### config.mk
export PLATFORM = sky130hd
export DESIGN_NAME = ux607_tlwidthwidget_upsize
export DESIGN_NICKNAME = d
export VERILOG_FILES = /design/src/rtl/ux607_tlwidthwidget_upsize.sv
export SDC_FILE = /design/constraint.sdc
export NUM_CORES = 1
export LEC_CHECK = 0
export ABC_AREA = 1
export BUFFER_PORTS_ARGS = -buffer_cell sky130_fd_sc_hd__buf_2
export CAP_MARGIN = 20
export CORE_ASPECT_RATIO = 1.1
export CORE_MARGIN = 10
export CORE_UTILIZATION = 49
export DETAILED_ROUTE_END_ITERATION = 8
export PLACE_DENSITY = 0.88
export RECOVER_POWER = 50
export SLEW_MARGIN = 20
export SYNTH_ARGS = -nofsm -noshare
export SYNTH_HDL_FRONTEND = slang
export SYNTH_SLANG_ARGS = --single-unit
### constraint.sdc
create_clock -name clock -period 5.53 [get_ports clock]
set_input_delay 1.106 -clock clock [delete_from_list [all_inputs] [get_ports clock]]
set_output_delay 1.106 -clock clock [all_outputs]
set_load 0.01 [all_outputs]
### src/rtl/ux607_tlwidthwidget_upsize.sv
// TileLink A/D width adapter between an 8-bit master and a 32-bit slave.
// Optional D-channel holding register: define UX607_TLWIDEN_D_BUF_EN.
module ux607_tlwidthwidget_upsize (
  input  logic        clock,
  input  logic        reset_n,
  input  logic        io_in_a_valid,
  output logic        io_in_a_ready,
  input  logic [2:0]  io_in_a_bits_opcode,
  input  logic [2:0]  io_in_a_bits_param,
  input  logic [2:0]  io_in_a_bits_size,
  input  logic [1:0]  io_in_a_bits_source,
  input  logic [29:0] io_in_a_bits_address,
  input  logic        io_in_a_bits_mask,
  input  logic [7:0]  io_in_a_bits_data,
  output logic        io_out_a_valid,
  input  logic        io_out_a_ready,
  output logic [2:0]  io_out_a_bits_opcode,
  output logic [2:0]  io_out_a_bits_param,
  output logic [2:0]  io_out_a_bits_size,
  output logic [1:0]  io_out_a_bits_source,
  output logic [29:0] io_out_a_bits_address,
  output logic [3:0]  io_out_a_bits_mask,
  output logic [31:0] io_out_a_bits_data,
  input  logic        io_out_d_valid,
  output logic        io_out_d_ready,
  input  logic [2:0]  io_out_d_bits_opcode,
  input  logic [1:0]  io_out_d_bits_param,
  input  logic [2:0]  io_out_d_bits_size,
  input  logic [1:0]  io_out_d_bits_source,
  input  logic        io_out_d_bits_sink,
  input  logic [1:0]  io_out_d_bits_addr_lo,
  input  logic        io_out_d_bits_error,
  input  logic [31:0] io_out_d_bits_data,
  output logic        io_in_d_valid,
  input  logic        io_in_d_ready,
  output logic [2:0]  io_in_d_bits_opcode,
  output logic [1:0]  io_in_d_bits_param,
  output logic [2:0]  io_in_d_bits_size,
  output logic [1:0]  io_in_d_bits_source,
  output logic        io_in_d_bits_sink,
  output logic [1:0]  io_in_d_bits_addr_lo,
  output logic        io_in_d_bits_error,
  output logic [7:0]  io_in_d_bits_data
);

  logic [1:0]  lane_q, lane_d;
  logic [4:0]  beat_q, beat_d;
  logic [23:0] acc_data_q, acc_data_d;
  logic [2:0]  acc_mask_q, acc_mask_d;

  logic        a_is_get;
  logic [4:0]  a_beats_m1;
  logic [1:0]  a_lane;
  logic        a_last;
  logic        a_complete;
  logic        a_fire;
  logic [31:0] a_word;
  logic [3:0]  a_mask;
  logic [3:0]  a_get_mask;

  assign io_out_a_bits_opcode  = io_in_a_bits_opcode;
  assign io_out_a_bits_param   = io_in_a_bits_param;
  assign io_out_a_bits_size    = io_in_a_bits_size;
  assign io_out_a_bits_source  = io_in_a_bits_source;
  assign io_out_a_bits_address = io_in_a_bits_address;

  always_comb begin
    a_is_get = (io_in_a_bits_opcode == 3'd4);
    case (io_in_a_bits_size)
      3'd0:    a_beats_m1 = 5'd0;
      3'd1:    a_beats_m1 = 5'd1;
      3'd2:    a_beats_m1 = 5'd3;
      3'd3:    a_beats_m1 = 5'd7;
      3'd4:    a_beats_m1 = 5'd15;
      default: a_beats_m1 = 5'd31;
    endcase
    a_lane     = (beat_q == '0) ? io_in_a_bits_address[1:0] : lane_q;
    a_last     = (beat_q == a_beats_m1);
    a_complete = (a_lane == 2'd3) || a_last;
    a_word     = {8'h00, acc_data_q};
    a_word[{a_lane, 3'b000} +: 8] = io_in_a_bits_data;
    a_mask     = {1'b0, acc_mask_q};
    a_mask[a_lane] = io_in_a_bits_mask;
    case (io_in_a_bits_size)
      3'd0:    a_get_mask = 4'b0001 << io_in_a_bits_address[1:0];
      3'd1:    a_get_mask = io_in_a_bits_address[1] ? 4'b1100 : 4'b0011;
      default: a_get_mask = '1;
    endcase
  end

  always_comb begin
    if (a_is_get) begin
      io_out_a_valid      = io_in_a_valid;
      io_in_a_ready       = io_out_a_ready;
      io_out_a_bits_mask  = a_get_mask;
      io_out_a_bits_data  = '0;
    end else begin
      io_out_a_valid      = a_complete && io_in_a_valid;
      io_in_a_ready       = a_complete ? io_out_a_ready : 1'b1;
      io_out_a_bits_mask  = a_mask;
      io_out_a_bits_data  = a_word;
    end
  end

  always_comb begin
    a_fire     = io_in_a_valid && io_in_a_ready && !a_is_get;
    lane_d     = lane_q;
    beat_d     = beat_q;
    acc_data_d = acc_data_q;
    acc_mask_d = acc_mask_q;
    if (a_fire) begin
      lane_d = a_lane + 2'd1;
      beat_d = beat_q + 5'd1;
      if (a_complete) begin
        acc_data_d = '0;
        acc_mask_d = '0;
      end else begin
        acc_data_d = a_word[23:0];
        acc_mask_d = a_mask[2:0];
      end
      if (a_last) begin
        lane_d = '0;
        beat_d = '0;
      end
    end
  end

  // D source: either the downstream bus directly or the holding register
  logic        s_valid;
  logic [2:0]  s_opcode;
  logic [1:0]  s_param;
  logic [2:0]  s_size;
  logic [1:0]  s_source;
  logic        s_sink;
  logic [1:0]  s_addr_lo;
  logic        s_error;
  logic [31:0] s_data;

  logic [1:0]  d_idx_q, d_idx_d;
  logic        d_has_data;
  logic [1:0]  d_first;
  logic [1:0]  d_n_m1;
  logic [1:0]  d_lane;
  logic        d_last;
  logic        d_fire;

  always_comb begin
    d_has_data = (s_opcode == 3'd1);
    d_first    = (s_size < 3'd2) ? s_addr_lo : 2'd0;
    if (!d_has_data)         d_n_m1 = 2'd0;
    else if (s_size == 3'd0) d_n_m1 = 2'd0;
    else if (s_size == 3'd1) d_n_m1 = 2'd1;
    else                     d_n_m1 = 2'd3;
    d_lane  = d_first + d_idx_q;
    d_last  = (d_idx_q == d_n_m1);
    d_fire  = s_valid && io_in_d_ready;
    d_idx_d = d_idx_q;
    if (d_fire) d_idx_d = d_last ? '0 : d_idx_q + 2'd1;
  end

  assign io_in_d_valid        = s_valid;
  assign io_in_d_bits_opcode  = s_opcode;
  assign io_in_d_bits_param   = s_param;
  assign io_in_d_bits_size    = s_size;
  assign io_in_d_bits_source  = s_source;
  assign io_in_d_bits_sink    = s_sink;
  assign io_in_d_bits_error   = s_error;
  assign io_in_d_bits_addr_lo = d_lane;
  assign io_in_d_bits_data    = d_has_data ? s_data[{d_lane, 3'b000} +: 8] : '0;

`ifdef UX607_TLWIDEN_D_BUF_EN
  logic        buf_valid_q, buf_valid_d;
  logic [45:0] buf_q, buf_d;
  logic        buf_capture;

  assign io_out_d_ready = !buf_valid_q || (io_in_d_ready && d_last);
  assign buf_capture    = io_out_d_valid && io_out_d_ready;
  assign s_valid        = buf_valid_q;
  assign {s_opcode, s_param, s_size, s_source, s_sink, s_addr_lo, s_error, s_data} = buf_q;

  always_comb begin
    buf_valid_d = buf_valid_q;
    buf_d       = buf_q;
    if (d_fire && d_last) buf_valid_d = 1'b0;
    if (buf_capture) begin
      buf_valid_d = 1'b1;
      buf_d = {io_out_d_bits_opcode, io_out_d_bits_param, io_out_d_bits_size,
               io_out_d_bits_source, io_out_d_bits_sink, io_out_d_bits_addr_lo,
               io_out_d_bits_error, io_out_d_bits_data};
    end
  end

  always_ff @(posedge clock or negedge reset_n) begin
    if (!reset_n) begin
      buf_valid_q <= 1'b0;
      buf_q       <= '0;
    end else begin
      buf_valid_q <= buf_valid_d;
      buf_q       <= buf_d;
    end
  end
`else
  // Downstream holds the word until its last byte is taken upstream
  assign io_out_d_ready = io_in_d_ready && d_last;
  assign s_valid   = io_out_d_valid;
  assign s_opcode  = io_out_d_bits_opcode;
  assign s_param   = io_out_d_bits_param;
  assign s_size    = io_out_d_bits_size;
  assign s_source  = io_out_d_bits_source;
  assign s_sink    = io_out_d_bits_sink;
  assign s_addr_lo = io_out_d_bits_addr_lo;
  assign s_error   = io_out_d_bits_error;
  assign s_data    = io_out_d_bits_data;
`endif

  always_ff @(posedge clock or negedge reset_n) begin
    if (!reset_n) begin
      lane_q     <= '0;
      beat_q     <= '0;
      acc_data_q <= '0;
      acc_mask_q <= '0;
      d_idx_q    <= '0;
    end else begin
      lane_q     <= lane_d;
      beat_q     <= beat_d;
      acc_data_q <= acc_data_d;
      acc_mask_q <= acc_mask_d;
      d_idx_q    <= d_idx_d;
    end
  end

endmodule

* Word level (Yosys, flattened, before mapping) *
Index checks and enable logic that the tools add are counted.

storage, ports and cells
  register bits after elaboration = 36
  bits of input ports = 102
  output and inout bits = 103
  word-level logic and storage cells = 61

operators by class
  add/sub/neg operators = 5
  $lt $le $gt $ge = 3
  equality and inequality tests = 10
  shift operators = 4
  muxes and demuxes = 23
  reduce and logical (&&, ||, !) cells = 11

operator list
  operator                count
  $bwmux 32               1
  $mux 32                 1
  $shift 8x7->32 const A  1
  $shiftx 32x6->8         1
  $shiftx 8x7->32         1
  $pmux 5 s5              1
  $mux 24                 1
  $mux 2                  7
  $eq 3x1->1 const B      3
  $mux 4                  2
  $mux 8                  1
  $pmux 4 s2              1
  $neg 5->7               1
  $eq 3x2->1 const B      2
  $eq 3x3->1 const B      2
  $logic_and 1x1->1       6
  $logic_not 3->1         2
  $add 5x1->5 const B     1
  $eq 5x5->1              1
  $logic_not 5->1         1
  $mux 5                  1
  $add 2x1->2 const B     2
  $bwmux 4                1
  $mux 1                  4
  other kinds (11)        11

* Longest topological paths before layout *
Gate-level depths: netlist of run 1.

  depth after elaboration = 8
  depth in mapped cells = 15
  mapped depth without buffers = 14

* Worst setup path before layout of run 1 *
No wires, ideal clock.

  path type = input-to-output
  start = input port io_out_d_bits_size[1]
  end = output port io_in_d_bits_data[5]
  arrival = 2.683 ns
  required time = 4.424 ns
  setup slack = 1.741 ns
  cell stages on the path = 11
  buffers on the path = 2
  cell sequence = nor2_1 -> inv_1 -> nor2_1 -> ha_1 -> clkbuf_1 -> inv_1 -> clkbuf_1 -> nand2_1 -> nand3_1 -> nand2_1 -> a31oi_1

between the ends
  cells in the longest elaborated chain, start to end = 5

ends and longest elaborated chain
  element                      line  source
  start, declared              28    input logic [2:0] io_out_d_bits_size,
  $lt 3x2->1                   149   d_first = (s_size < 3'd2) ? s_addr_lo : 2'd0;
  $mux 2                       149
  $add 2x2->2                  154   d_lane = d_first + d_idx_q;
  net io_in_d_bits_addr_lo[0]  41    output logic [1:0] io_in_d_bits_addr_lo,
  $shiftx 32x6->8              169   assign io_in_d_bits_data = d_has_data ? s_data[{d_lane, 3'b000} +: 8] : '0;
  $mux 8                       169
  end, declared                43    output logic [7:0] io_in_d_bits_data

The timed path passes the listed nets, and every way through them passes these cells.

* Final worst setup path of run 1 *
  start = input port io_in_a_bits_address[1]
  end = output port io_out_a_bits_data[19]

between the ends
  cells in the longest elaborated chain, start to end = 5
  elaborated cells between the ends (all ways) = 6
  those cells by class = add/sub: 1; shift: 2; mux: 3

ends and longest elaborated chain
  element                                            line  source
  start, declared                                    12    input logic [29:0] io_in_a_bits_address,
  $mux 2 (*)                                         77    a_lane = (beat_q == '0) ? io_in_a_bits_address[1:0] : lane_q;
  $neg 5->7 (*)                                      81    a_word[{a_lane, 3'b000} +: 8] = io_in_a_bits_data;
  $shiftx 8x7->32 or $shift 8x7->32 (tied branches)  81
  $bwmux 32 (*)                                      81
  $mux 32 (*)                                        92    if (a_is_get) begin
  end, declared                                      23    output logic [31:0] io_out_a_bits_data,

Every way passes the cells marked *; elsewhere a longest branch is shown, timed or not.

==> metrics.md, run 1 <==
| Metric | Value |
|---|---|
| Critical R2R Capture | `acc_data_q[10]` |
| Clock slew seen by the registers of the worst setup and hold paths | `80 ps` |
| Max Root-Sink Buffers | `2` |
| I/O Pins | `205` |
| Largest family of logic cells by synthesized area | `simple AND/OR/NAND/NOR gates` |
| DRC Markers | `0` |
| Via count | `3461` |
| Netlist cell types | `37` |
| Final Non-Filler Cells | `653` |
| Adder-Cell Fraction of Synth Area | `0.0318` |
| P_leak | `2.05 nW` |
| Die Y-Extent | `109 um` |
| Drt total wl | `10.3 mm` |
| Fraction of registers with async set or reset after synthesis | `1.00` |
| Total GRT Usage | `0.182` |
| GR Overflow Total | `0` |
| Worst reg2reg path depth | `13` |
| Core area | `7050 um2` |
| Layout fillers | `685` |
| MaxCap Viol Count | `1` |
| DR pass1 iterations | `5` |
| Syn nets | `623` |
| Synth-to-layout area growth | `6.42%` |
| CTS buffer count | `5` |
| N_diodes | `0` |
| PortBufs | `126` |
| Number of setup buffers added after CTS | `0` |
| RSZ-0062 raised after global routing | `false` |
| Placed Instances | `646` |
| DP Worst Slack | `1390 ps` |
| Simple-Gate Fraction of Synth Area | `0.403` |
| Status | `complete, but fails checks` |
| Post-layout min period | `4160 ps` |
| Synth Area in XOR/XNOR | `0.0148` |
| Compound-Gate Fraction of Synth Area | `0.0886` |
| Routed vias/inst | `5.30` |
| Startpoint Class | `input pin` |
| Cell Pwr Density | `566 nW/um2` |
| Failing checks | `capacitance limit, slew limit` |
| Initial antenna violation count | `0` |
| Mapped Cells | `512` |
| Startpoint of the worst hold path | `lane_q[0]` |
| Avg Cell Area, Syn | `6.93 um2` |
| Worst r2r src | `beat_q[0]` |
| EDFF count, synth | `0` |
| Max Fclk | `240 MHz` |
| Worst slew pin tran | `1990 ps` |
| Worst IR drop on VDD | `0.374 mV` |
| Initial DRC Count | `255` |
| Synth Warn # | `0` |
| First-pass GRT wire length | `16.7 mm` |
| Worst setup endpoint | `io_out_a_bits_data[19]` |
| Post-Syn Area | `3550 um2` |
| Row count | `32` |
| WS Path Type | `input pin to output pin` |
| Routed len/inst | `15.8 um` |
| Clock latency on the worst-skew pair | `290 ps` |
| Max FO, Critical Path | `8` |
| Rel. slew slack | `-0.329` |
| Start point of the critical path | `io_in_a_bits_address[1]` |
| Fin crit share | `0.753` |
| Die area | `11000 um2` |
| Register area share after synthesis | `0.254` |
| Final setup TNS | `0 ps` |
| CP endpoint kind | `output pin` |
| Largest net degree at the start of global routing | `37` |
| Reg area | `901 um2` |
| Multi-input gate area | `1920 um2` |
| Dpl hpwl | `8.03 mm` |
| Initial Utilization | `0.503` |
| Die Span X | `101 um` |
| Final ANT Viol Nets | `0` |
| CTS root buffer | `clkbuf_8` |
| Layout cell share with drive strength beyond 1 | `0.359` |
| Worst Path Arrival | `3060 ps` |
| CTS tree | `yes` |
| Setup Skew | `5.14 ps` |
| Req. time, crit path | `4420 ps` |
| Hold Crit Class | `flop to flop` |
| Seq cells post-synth | `36` |
| CTS H-tree lvls | `2` |
| Fraction of synthesized area in multiplexers | `0.00635` |
| Number of global-route vias before repair | `3483` |
| Ys flop type | `dfrtp_1` |
| # setup viols final | `0` |
| R2R setup slack | `2220 ps` |
| Setup ws final | `1370 ps` |
| Post-CTS Resized | `0` |
| GPL Wtd Cong | `0.941` |
| Sink Count | `36` |
| Hold Buf Count CTS | `0` |
| Fin. Hold Viols | `0` |
| Fin nets | `679` |
| Max-slew violations | `37` |
## flip-flops by register name, summed over array words and instances, names as in the netlist
name        flops
lane_q          2
beat_q          5
acc_data_q     24
acc_mask_q      3
d_idx_q         2
## synth_stat cells (2+ instances only)
master      n  share of area
a31oi_1     8          0.014
nor2_2      3         0.0053
nand4_1    26          0.046
inv_1      33          0.035
buf_6       3         0.0095
dfrtp_1    36           0.25
ha_1        9          0.032
nand2_1   129           0.14
clkbuf_1   12          0.013
nor2_1     31          0.033
a21oi_1    30          0.042
inv_2       2         0.0021
nand2_2    63           0.11
nand3_4     2         0.0099
xnor2_1     5          0.012
and2_1      2         0.0035
nand3_1    14          0.020
nor3_1      3         0.0042
o21ai_1     2         0.0028
buf_4      54           0.11
buf_12      3          0.017
mux2_2      2         0.0064
nor2_4      2         0.0064
o21ai_0    19          0.027
buf_2       5         0.0071
nand2_4     3         0.0095
## worst max-delay path: stages
cell and delay [ps]:
buf_2 110, inv_1 80, o21ai_0 370, ha_1 400
inv_1 150, nand2_1 180, nor2_1 190, nand2_1 100
a21oi_1 200, buf_2 170
## worst min path at each step
| stage | slack (ps) | end | depth (start not counted) |
|---|---|---|---|
| 4_1_cts | 480 | lane_q[0] | 2 |
| 3_3_place_gp | 450 | lane_q[0] | 2 |
| 3_5_place_dp | 460 | lane_q[0] | 2 |
| 5_1_grt | 500 | lane_q[0] | 2 |
| 2_1_floorplan | 440 | lane_q[0] | 2 |
| 6_report | 480 | lane_q[0] | 2 |
## per-layer routing
layer	wire length [um]	GRT usage	vias to the layer above
met2	4800	0.307	185
met4	220	0.0518	0
met3	1450	0.0816	24
met5	0	0	-
li1	-	-	1693
met1	3860	0.202	1559
## logic make-up after synthesis
logic type                 Yosys count
buffers and inverters              115
AOI/OAI and AO/OA                   60
muxes                                2
xor gates and xnor gates             6
DFF                                 36
and+or+nand+nor                    284
adders and majority gates            9
## through the flow
step           cell area (um2)  total power [mW]   util  hold WS, ps
2_1_floorplan             3550              1.58      -          442
3_5_place_dp              3720              1.95  0.528          459
4_1_cts                   3800              2.15  0.539          478
5_1_grt                   3770              2.35  0.536          499
3_3_place_gp              3720              1.91  0.528          453
6_report                  3770              2.14  0.536          479
## layout make-up
| cell class | instances | share of cell area |
|---|---|---|
| clock inverter | 2 | 0.00332 |
| sequential | 36 | 0.239 |
| clock buffer | 5 | 0.0182 |
| inverter | 37 | 0.0371 |
| timing repair buffer | 127 | 0.165 |
| multi-input combinational | 361 | 0.509 |
| tap | 85 | 0.0282 |
## placed cells by master, fill, tap and decap left out, types with 3 or more instances in the layout
master	count
a21oi_1	30
a31oi_1	8
buf_2	115
clkbuf_1	11
clkbuf_8	5
dfrtp_1	36
ha_1	9
inv_1	33
nand2_1	129
nand2_2	63
nand2_4	3
nand3_1	14
nand4_1	26
nor2_1	31
nor2_2	3
nor3_1	3
o21ai_0	20
xnor2_1	5
## power breakdown
| part | internal [mW] | switching [mW] | leakage [nW] |
|---|---|---|---|
| logic | 0.505 | 0.989 | 1.54 |
| registers | 0.368 | 0.0891 | 0.471 |
| clock network | 0.0854 | 0.101 | 0.0400 |
(Power assumes the default switching activity.)
==> run 2, diff against run 1 <==
--- a/config.mk
+++ b/config.mk
@@ -10,9 +10,9 @@
 export CAP_MARGIN = 20
 export CORE_ASPECT_RATIO = 1.1
 export CORE_MARGIN = 10
-export CORE_UTILIZATION = 49
+export CORE_UTILIZATION = 41
 export DETAILED_ROUTE_END_ITERATION = 8
-export PLACE_DENSITY = 0.88
+export PLACE_DENSITY = 0.79
 export RECOVER_POWER = 50
 export SLEW_MARGIN = 20
 export SYNTH_ARGS = -nofsm -noshare
==> constraint.sdc (replaced) <==
create_clock -name clock -period 3.6 [get_ports clock]
set_input_delay 0.72 -clock clock [delete_from_list [all_inputs] [get_ports clock]]
set_output_delay 0.72 -clock clock [all_outputs]
set_load 0.01 [all_outputs]
==> run 2 against run 1 <==
  * The run still ends with capacitance limit, slew limit left
  * Critical path depth increased by 3
  * Sequential power increased by 54%
  * Largest cell class unchanged
  * Cell count increased by 5.2%
  * Largest power group unchanged
  * Clock skew increased by 6.6 ps
  * Non-clock buffer count increased by 7
==> metrics.md, run 2 (same netlist as run 1, synthesis figures left out) <==
| Metric | Value |
|---|---|
| Critical path's largest stage delay | `430 ps` |
| Max reg flops | `24` |
| Cell Chain, Critical Path | `inv_1 -> ha_1 -> nand3_1 -> nand2_1 -> nand2_4 -> buf_4 -> ha_1 -> inv_1 -> nand2_2 -> nor2_1 -> nand2_1 -> a21oi_1 -> buf_2` |
| Total power | `3.49 mW` |
| Worst Hold Slack | `484 ps` |
| Start point of the critical path | `beat_q[0]` |
| GPL Wtd Cong | `1.01` |
| Placed Instances | `678` |
| Worst reg2reg path depth | `13` |
| Combinational Power Share | `0.709` |
| Fin. Hold Viols | `0` |
| Layout cell share with drive strength beyond 1 | `0.396` |
| Reg power frac | `0.201` |
| Post-layout min period | `3480 ps` |
| Net switching power | `1.92 mW` |
| Reg area | `901 um2` |
| DRC Markers | `0` |
| Initial Utilization | `0.422` |
| Worst Path Arrival | `2760 ps` |
| I/O Pins | `205` |
| Status | `complete, but fails checks` |
| Die Y-Extent | `118 um` |
| Multi-input gate area | `1970 um2` |
| Dpl hpwl | `8.88 mm` |
| Die area | `12800 um2` |
| Via count | `3572` |
| Die Span X | `109 um` |
| Most flops, register | `acc_data_q` |
| P_leak | `2.10 nW` |
| Number of global-route vias before repair | `3537` |
| Worst r2r src | `beat_q[0]` |
| Worst IR drop on VDD | `0.584 mV` |
| Critical R2R Capture | `acc_data_q[12]` |
| GR Overflow Total | `0` |
| CP endpoint kind | `output pin` |
| Drt total wl | `11.3 mm` |
| Final setup TNS | `0 ps` |
| Fin nets | `686` |
| Initial antenna violation count | `0` |
| WS Path Type | `flop to output pin` |
| Top flop regs | `acc_data_q (24), beat_q (5), acc_mask_q (3)` |
| CTS H-tree lvls | `2` |
| Routed vias/inst | `5.20` |
| Layout fillers | `877` |
| Max Root-Sink Buffers | `2` |
| Max-slew violations | `37` |
| Rel. slew slack | `-0.387` |
| DP Worst Slack | `187 ps` |
| Startpoint Class | `flop` |
| Failing checks | `capacitance limit, slew limit` |
| Clock slew seen by the registers of the worst setup and hold paths | `80 ps` |
| Sw Share | `0.549` |
| Startpoint of the worst hold path | `acc_mask_q[0]` |
| CTS buffer count | `5` |
| RSZ-0062 raised after global routing | `true` |
| First-pass GRT wire length | `17.2 mm` |
| Final ANT Viol Nets | `0` |
| Hold path depth | `2` |
| Max Fclk | `287 MHz` |
| Sink Count | `36` |
| Core area | `8410 um2` |
| CP max stage cell | `dfrtp_1` |
| Initial DRC Count | `234` |
| Hold Buf Count CTS | `0` |
| R2R setup slack | `870 ps` |
| Clock latency on the worst-skew pair | `300 ps` |
| N_diodes | `0` |
| Most common cell after layout, fill and taps aside | `nand2_1` |
| Routed len/inst | `16.5 um` |
| PortBufs | `126` |
| # setup viols final | `0` |
| Total GRT Usage | `0.162` |
| Worst slew pin tran | `2080 ps` |
| Cell Pwr Density | `889 nW/um2` |
| Clock Power Share | `0.090` |
| CTS tree | `yes` |
| Setup Skew | `11.8 ps` |
| Synth-to-layout area growth | `10.8%` |
| Internal power | `1.58 mW` |
| Setup ws final | `116 ps` |
| Hold Path End | `acc_mask_q[0]` |
| DR pass1 iterations | `4` |
| Row count | `35` |
| Req. time, crit path | `2880 ps` |
| Hold Crit Class | `flop to flop` |
| Max FO, Critical Path | `12` |
| Largest net degree at the start of global routing | `37` |
| Final Non-Filler Cells | `687` |
| CTS root buffer | `clkbuf_8` |
| Fin crit share | `0.968` |
| MaxCap Viol Count | `1` |
| Most frequent cells in the layout | `127 x nand2_1, 118 x buf_2, 65 x nand2_2` |
## run 2: worst max-delay path, delay by kind of cell (launching register included)
kind / cells / cell delay, ps
flip-flops: 1 / 430
AO/OA/AOI/OAI: 1 / 190
adder cells (fa/ha/maj): 2 / 410
AND/OR/NAND/NOR: 6 / 800
buffers and inverters: 4 / 610
## run 2: area by class of cell
class	instances	area share
flip-flops and latches	36	0.229
inverters	37	0.0357
repair buffers	134	0.173
multi-input cells	361	0.503
well taps	111	0.0354
clock inverters	1	0.00191
clock buffers	7	0.0220
## run 2: per-layer routing
layer	track usage	wire, um	up-vias
met3	0.0581	1320	45
li1	-	-	1705
met1	0.190	4600	1641
met5	0	0	-
met4	0.0842	413	0
met2	0.253	4980	181
## run 2: power by group through the flow
stage	combinational [mW]	sequential (mW)	clock (mW)
2_1_floorplan	1.76	0.669	0
3_3_place_gp	2.31	0.697	0
3_5_place_dp	2.36	0.708	0
4_1_cts	2.37	0.701	0.320
5_1_grt	2.73	0.722	0.333
6_report	2.47	0.702	0.315
## run 2: worst max path at each step
stage	end	slack (ps)	cells after the start
2_1_floorplan	io_in_d_bits_data[5]	580	11
3_3_place_gp	io_out_a_bits_data[16]	270	10
3_5_place_dp	io_out_a_bits_data[16]	190	10
4_1_cts	io_out_a_bits_data[16]	50	12
5_1_grt	io_out_a_bits_data[19]	-50	13
6_report	io_out_a_bits_data[19]	120	13
## run 2: metrics by stage
stage | utilization | area [um2]
floorplan | - | 3550
global placement | 0.451 | 3790
detailed placement | 0.451 | 3790
CTS | 0.463 | 3890
global route | 0.467 | 3930
finish | 0.467 | 3930
## run 2: repair_timing
action	4_1_cts	5_1_grt
setup buffers	0	1
setup endpoints to repair	11	17
gates resized for setup	1	13
